$ cat src/rtl/alu_arbiter.sv
// Two-port arbiter sharing one combinational ALU between a CPU port (0) and an NN-engine port (1).
// Round-robin grant under contention; a single registered result slot with per-port response handshake.
module alu_arbiter #(
    parameter int DATA_W = 16,
    parameter int CTRL_W = 5
) (
    input  logic              clk,
    input  logic              rst,

    input  logic              req0_valid,
    output logic              req0_ready,
    input  logic [DATA_W-1:0] req0_a,
    input  logic [DATA_W-1:0] req0_b,
    input  logic [CTRL_W-1:0] req0_ctrl,

    input  logic              req1_valid,
    output logic              req1_ready,
    input  logic [DATA_W-1:0] req1_a,
    input  logic [DATA_W-1:0] req1_b,
    input  logic [CTRL_W-1:0] req1_ctrl,

    output logic [DATA_W-1:0] alu_a,
    output logic [DATA_W-1:0] alu_b,
    output logic [CTRL_W-1:0] alu_ctrl,
    input  logic [DATA_W-1:0] alu_out,
    input  logic              alu_ovfl,

    output logic              rsp0_valid,
    input  logic              rsp0_ready,
    output logic              rsp1_valid,
    input  logic              rsp1_ready,
    output logic [DATA_W-1:0] rsp_data,
    output logic              rsp_ovfl
);

    logic full;
    logic owner;
    logic last_grant;
    logic drain;
    logic slot_free;
    logic grant0;
    logic grant1;

    // NOTE: every signal written here gets a default first, so no path leaves it unassigned (no latch).
    always_comb begin
        grant0    = 1'b0;
        grant1    = 1'b0;
        drain     = full && (owner ? rsp1_ready : rsp0_ready);
        slot_free = !full || drain;
        // Readies are gated by rst so they drop the instant reset asserts, not at the next edge.
        if (!rst && slot_free) begin
            if (req0_valid && req1_valid) begin
                grant0 = last_grant;
                grant1 = !last_grant;
            end else begin
                grant0 = req0_valid;
                grant1 = req1_valid;
            end
        end
    end

    assign req0_ready = grant0;
    assign req1_ready = grant1;

    always_comb begin
        alu_a    = '0;
        alu_b    = '0;
        alu_ctrl = '0;
        if (grant0) begin
            alu_a    = req0_a;
            alu_b    = req0_b;
            alu_ctrl = req0_ctrl;
        end else if (grant1) begin
            alu_a    = req1_a;
            alu_b    = req1_b;
            alu_ctrl = req1_ctrl;
        end
    end

    // NOTE: state uses non-blocking assignments so every register samples pre-edge values.
    always_ff @(posedge clk or posedge rst) begin
        if (rst) begin
            full       <= 1'b0;
            owner      <= 1'b0;
            last_grant <= 1'b1;
            rsp_data   <= '0;
            rsp_ovfl   <= 1'b0;
        end else if (grant0 || grant1) begin
            // Covers the same-cycle drain+accept case: slot reloads and stays full.
            full       <= 1'b1;
            owner      <= grant1;
            last_grant <= grant1;
            rsp_data   <= alu_out;
            rsp_ovfl   <= alu_ovfl;
        end else if (drain) begin
            full <= 1'b0;
        end
    end

    assign rsp0_valid = full && !owner;
    assign rsp1_valid = full && owner;

endmodule

$ cat config.mk
export PLATFORM = sky130hd
export DESIGN_NAME = alu_arbiter
export DESIGN_NICKNAME = d
export VERILOG_FILES = /design/src/rtl/alu_arbiter.sv
export SDC_FILE = /design/constraint.sdc
export NUM_CORES = 1
export LEC_CHECK = 0
export CAP_MARGIN = 20
export CORE_MARGIN = 2
export CORE_UTILIZATION = 26
export CTS_CLUSTER_DIAMETER = 30
export DETAILED_ROUTE_END_ITERATION = 16
export PLACE_DENSITY = 0.79
export SYNTH_ARGS = -nofsm -noshare
export SYNTH_HDL_FRONTEND = slang
export SYNTH_SLANG_ARGS = --single-unit
$ cat constraint.sdc
create_clock -name clk -period 1.6 [get_ports clk]
set_input_delay 0.24 -clock clk [delete_from_list [all_inputs] [get_ports clk]]
set_output_delay 0.24 -clock clk [all_outputs]
set_load 0.05 [all_outputs]
After elaboration in Yosys (flattened, before gate mapping)
Cells that the tools add are included.
Widths: inputs -> output; s select.
{ "totals": {"register_bits": 20, "inputBits": 97, "output_inout_bits": 58, "word_cells": 30} }
{ "op_classes": {"n_mux": 13, "n_reduce_logical": 12} }
{ "op_table": {"columns": ["cell", "count"], "rows": [
  ["$mux 16", 4],
  ["$mux 5", 2],
  ["$mux 1", 7],
  ["$logic_and 1x1->1", 5],
  ["$logic_not 1->1", 4],
  ["$logic_or 1x1->1", 2],
  ["$reduce_bool 2->1", 1]
]} }

Longest topological paths before layout
{ "logic_depth": {"depth_word": 7, "mapped_depth": 5, "ltp_nobuf": 3} }

Worst setup path after synthesis
No wires, ideal clock.
{ "synth_timing": {"path_kind": "reg-to-output", "from": "register last_grant", "to": "output port alu_a[10]", "arrival_time_ns": 1.873, "t_required_ns": 1.360, "slack_ns": -0.513, "stages_incl_launch_ff": 6, "path_buffers": 2, "path_cell_list": "dfstp_2 nand2b_1 buf_2 clkbuf_1 a32oi_1 nor2_1"} }
{ "synth_via": {"elab_chain_cells": 5, "word_cells_on_any_way": 7, "classes_between": "6 x mux; 1 x reduce/logical"} }
{ "synth_lines": {"columns": ["item", "line_no", "text"], "rows": [
  ["from (decl)", "38", "logic last_grant;"],
  ["from (signal assigned)", "92", "last_grant <= grant1;"],
  ["$logic_not 1->1", "54", "grant1 = !last_grant;"],
  ["$mux 1", "52", "if (req0_valid && req1_valid) begin"],
  ["$mux 1", "51", "if (!rst && slot_free) begin"],
  ["$mux 16", "73", "end else if (grant1) begin"],
  ["$mux 16 (*)", "69", "if (grant0) begin"],
  ["to (decl)", "22", "output logic [DATA_W-1:0] alu_a,"]
]} }
Every way passes the cells marked *; elsewhere a longest branch is shown, timed or not.

Final worst setup path
{ "layout_timing": {"from": "register last_grant", "to": "output port alu_b[0]"} }
{ "layout_via": {"elab_chain_cells": 5, "word_cells_on_any_way": 7, "classes_between": "6 x mux; 1 x reduce/logical"} }
{ "layout_lines": {"columns": ["item", "line_no", "text"], "rows": [
  ["$logic_not 1->1", "54", null],
  ["$mux 1", "52", null],
  ["$mux 1", "51", null],
  ["$mux 16", "73", null],
  ["$mux 16 (*)", "69", null],
  ["to (decl)", "23", "output logic [DATA_W-1:0] alu_b,"]
]} }
Marked as above.

==> metrics.md <==
| Metric | Value |
|---|---|
| Status | finished, violations left |
| Violated checks | negative setup slack |
| Delay contributed by the slowest stage of the critical path | 0.58 ns |
| Vias in the first global route | 2,038 |
| GRT Resource Usage Total | 20.73% |
| Cell count after placement | 375 |
| Warnings from Yosys | 0 |
| Global placer's final weighted congestion | around 0.74 |
| Post-detailed-placement half-perimeter wirelength | 5.139 mm |
| Hold/Removal Path Class | in -> async |
| Unrepaired setup endpoints after global routing | yes |
| Highest clock frequency the design can meet | about 0.53 GHz |
| Final worst setup slack | -0.2784 ns |
| Max Cap Violations | 0 |
| Filler cells | 330 |
| Cell-by-cell trace of the critical path | nand2b_4 -> buf_12 -> a32oi_1 -> nor2_4 -> buf_12 |
| CTS Buf Count | 3 |
| Final hold violation count | 0 |
| Highest ir drop seen on vdd | 0.0009806 V |
| Part of the Yosys area used for sequential elements | between 30% and 40% |
| Clk pin slew, worst setup/hold paths | 0.07 ns |
| Maximum number of pins on one net before global-route repair | 38 |
| Most used cells in the layout excluding fill and tap cells | 93 x clkdlybuf4s50_1, 49 x buf_12, 28 x buf_4, 25 x a32oi_1, 22 x nor2_4 |
| Net total in the final layout | 411 |
| Post-Synthesis Cell Area | 0.001428 sq mm |
| H-Tree Depth | 1 |
| Worst Setup Slack post-DPL | -0.3085 ns |
| Clock sink total | 20 |
| Die height | 78.10 microns |
| Number of storage elements in the synthesis netlist | 20 |
| Number of antenna violations at the first check in global routing | 0 |
| Data arrival time of the worst path | 1.64 ns |
| Largest clock skew in the final design | 0.001631 ns |
| Clock latency at the later pin of the worst-skew pair | 0.26 ns |
| First-pass GRT wire length | 10.24 mm |
| Standby leakage power | 1.563 nW |
| Site row count | 26 |
| Max stage delay cell, worst path | dfstp_2 |
| Worst slew margin | 78.99% |
| Share of cells above drive strength 1 | 52.08% |
| Type of element capturing the critical path | primary output |
| Placeable Area | ~0.0052 sq mm |
| Post-route DRC violation count | 0 |
| Area contributors post-synth | dfrtp_1 33%, a32oi_1 23%, mux2_4 11% |
| Family with the most delay on the worst path | flip-flops |
| Final Non-Filler Cells | 383 |
| Number of primary I/O pins | around 160 |
| Category of the worst setup path launch point | flip-flop |
| Final critical path time including I/O delays and setup | about 1.9 ns |
| Port-buffer cells | 154 |
| Wire length per cell | about 17 microns |
| TritonCTS clock tree | yes |
| Detailed-route wire length | approximately 6.7 mm |
| Transition time at the pin with the least slew margin | about 0.32 ns |
| Number of distinct library cells after synthesis | 24 |
| Period utilization | 117.4% |
| Required time at the worst-slack endpoint | 1.36 ns |
| First-pass iteration count of the detailed router | 3 |
| Multi-input logic area | 0.001175 sq mm |
| Root buf cell | clkbuf_8 |
| Clock buffer depth | 2 |
| Total nets after synthesis | 246 |
| DIE WIDTH | 78.10 microns |
| WS Path Type | reg -> out |
| ANT nets after route | 0 |
| Power Density | between 900 and 1000 mW/mm^2 |
| Area taken by flip-flops and latches | roughly 500 sq um |
| Post-synth top area share | about a third |
| Initial cell density of the core | 27.43% |
| Mean cell area of the mapped netlist | 9.581 sq um |
| Max-slew violation count | 0 |
| Detail-routed via count per cell | around 5 |
| Via count | 1,910 |
| Remaining Overflow, GRT | 0 |
| Total die area | approximately 0.006 sq mm |
| Top fanout value on the critical path | 16 |
| Starting DRC count in detailed routing | 32 |
| Count of buffering cells on the critical path with inverters included | 2 |
| Number of standard cells after synthesis | 149 |
| Cell taking the most area after synthesis | dfrtp_1 |
| Final count of negative-setup-slack endpoints | 39 |
| Area added between synthesis and finish | 185.0% |
| Most common library cell in the layout ignoring fill and taps | clkdlybuf4s50_1 |
| Hold buffer count at CTS | 0 |
| Diodes inserted | 0 |
| Final Total Pwr | 0.003876 W |
| Most used cell along the critical path | buf_12 |
-- flip-flops by register name, summed over array words and instances, names as in the netlist --
| register | flops |
|---|---|
| full | 1 |
| last_grant | 1 |
| owner | 1 |
| rsp_data | 16 |
| rsp_ovfl | 1 |
-- Yosys cell counts, drive strengths merged --
cell type	count
a21oi	3
nor2	38
and2	1
a21boi	1
o21bai	1
dfrtp	19
mux2	17
and2b	1
clkbuf	7
buf	10
nand2	4
o22a	2
a32oi	37
a21o	1
dfstp	1
nand2b	2
nor2b	1
inv	2
mux2i	1
-- final timing paths --
check	from	endpoint	slack [ns]	depth (start not counted)
max in group asynchronous	rst	last_grant	1.15	3
min in group clk	rsp_data[4]	rsp_data[4]	0.51	1
setup reg to reg	last_grant	owner	0.06	6
setup / recovery	last_grant	alu_b[0]	-0.28	5
hold reg to reg	rsp_data[4]	rsp_data[4]	0.51	1
hold / removal	rst	rsp_data[1]	0.19	3
-- cell families (layout without fill, tap and decap cells) --
| logic type | after synthesis | in the layout | share of synthesized area, % |
|---|---|---|---|
| mux | 18 | 18 | 17.00 |
| buf+inv | 19 | 183 | 6.837 |
| simple gates | 47 | 47 | 13.50 |
| compound gates | 45 | 45 | 27.52 |
| flops | 20 | 20 | 35.15 |
-- worst reg2reg max path, stage by stage (launching register included) --
cell and delay [ns]:
dfstp_2 0.58, nand2b_4 0.19, buf_6 0.15, nand2_4 0.06, buf_4 0.13, buf_4 0.12
o22a_2 0.21
-- stage by stage --
step / area [sq um] / TNS, ns / hold WS [ns] / utilization [%]
final: 4069 / -9.689 / 0.1877 / 78.17
after global placement: 3795 / -13.10 / 0.4918 / 72.91
after floorplan: 1648 / -4.471 / 0.2031 / -
after detailed placement: 3795 / -14.66 / 0.4948 / 72.91
after CTS: 4061 / -10.64 / 0.1889 / 78.03
after global routing: 4069 / -12.10 / 0.2103 / 78.17
-- final cells by class --
cell class	instances	area share (%)
flip-flops and latches	20	12.33
inverters	2	0.1845
clock buffers	4	1.353
multi-input cells	110	28.87
repair buffers	177	55.10
well taps	70	2.153
-- per-layer routing --
layer | up-vias | share of wire (%) | track usage (%)
li1 | 910 | - | -
met1 | 912 | 38 | 23.14
met2 | 84 | 54 | 40.26
met3 | 4 | 7.4 | 4.713
met4 | 0 | 0.78 | 3.509
met5 | - | 0 | 0
-- timing repair --
item | CTS | global route
pin swaps | 5 | 1
gates resized for setup | 25 | 1
setup buffers | 1 | 0
endpoints found under the hold margin | 0 | 0
setup endpoints to repair | 45 | 39
cloned | 3 | 0
-- power by group --
group / leakage (nW) / internal, W / total (W) / switching [W]
Clock: 0.0288 / 0.000219 / 0.000377 / 0.000158
Sequential: 0.232 / 0.000641 / 0.000725 / 0.0000840
Combinational: 1.30 / 0.00129 / 0.00277 / 0.00148
Total: 1.56 / 0.00215 / 0.00388 / 0.00172
(Power assumes the default switching activity.)
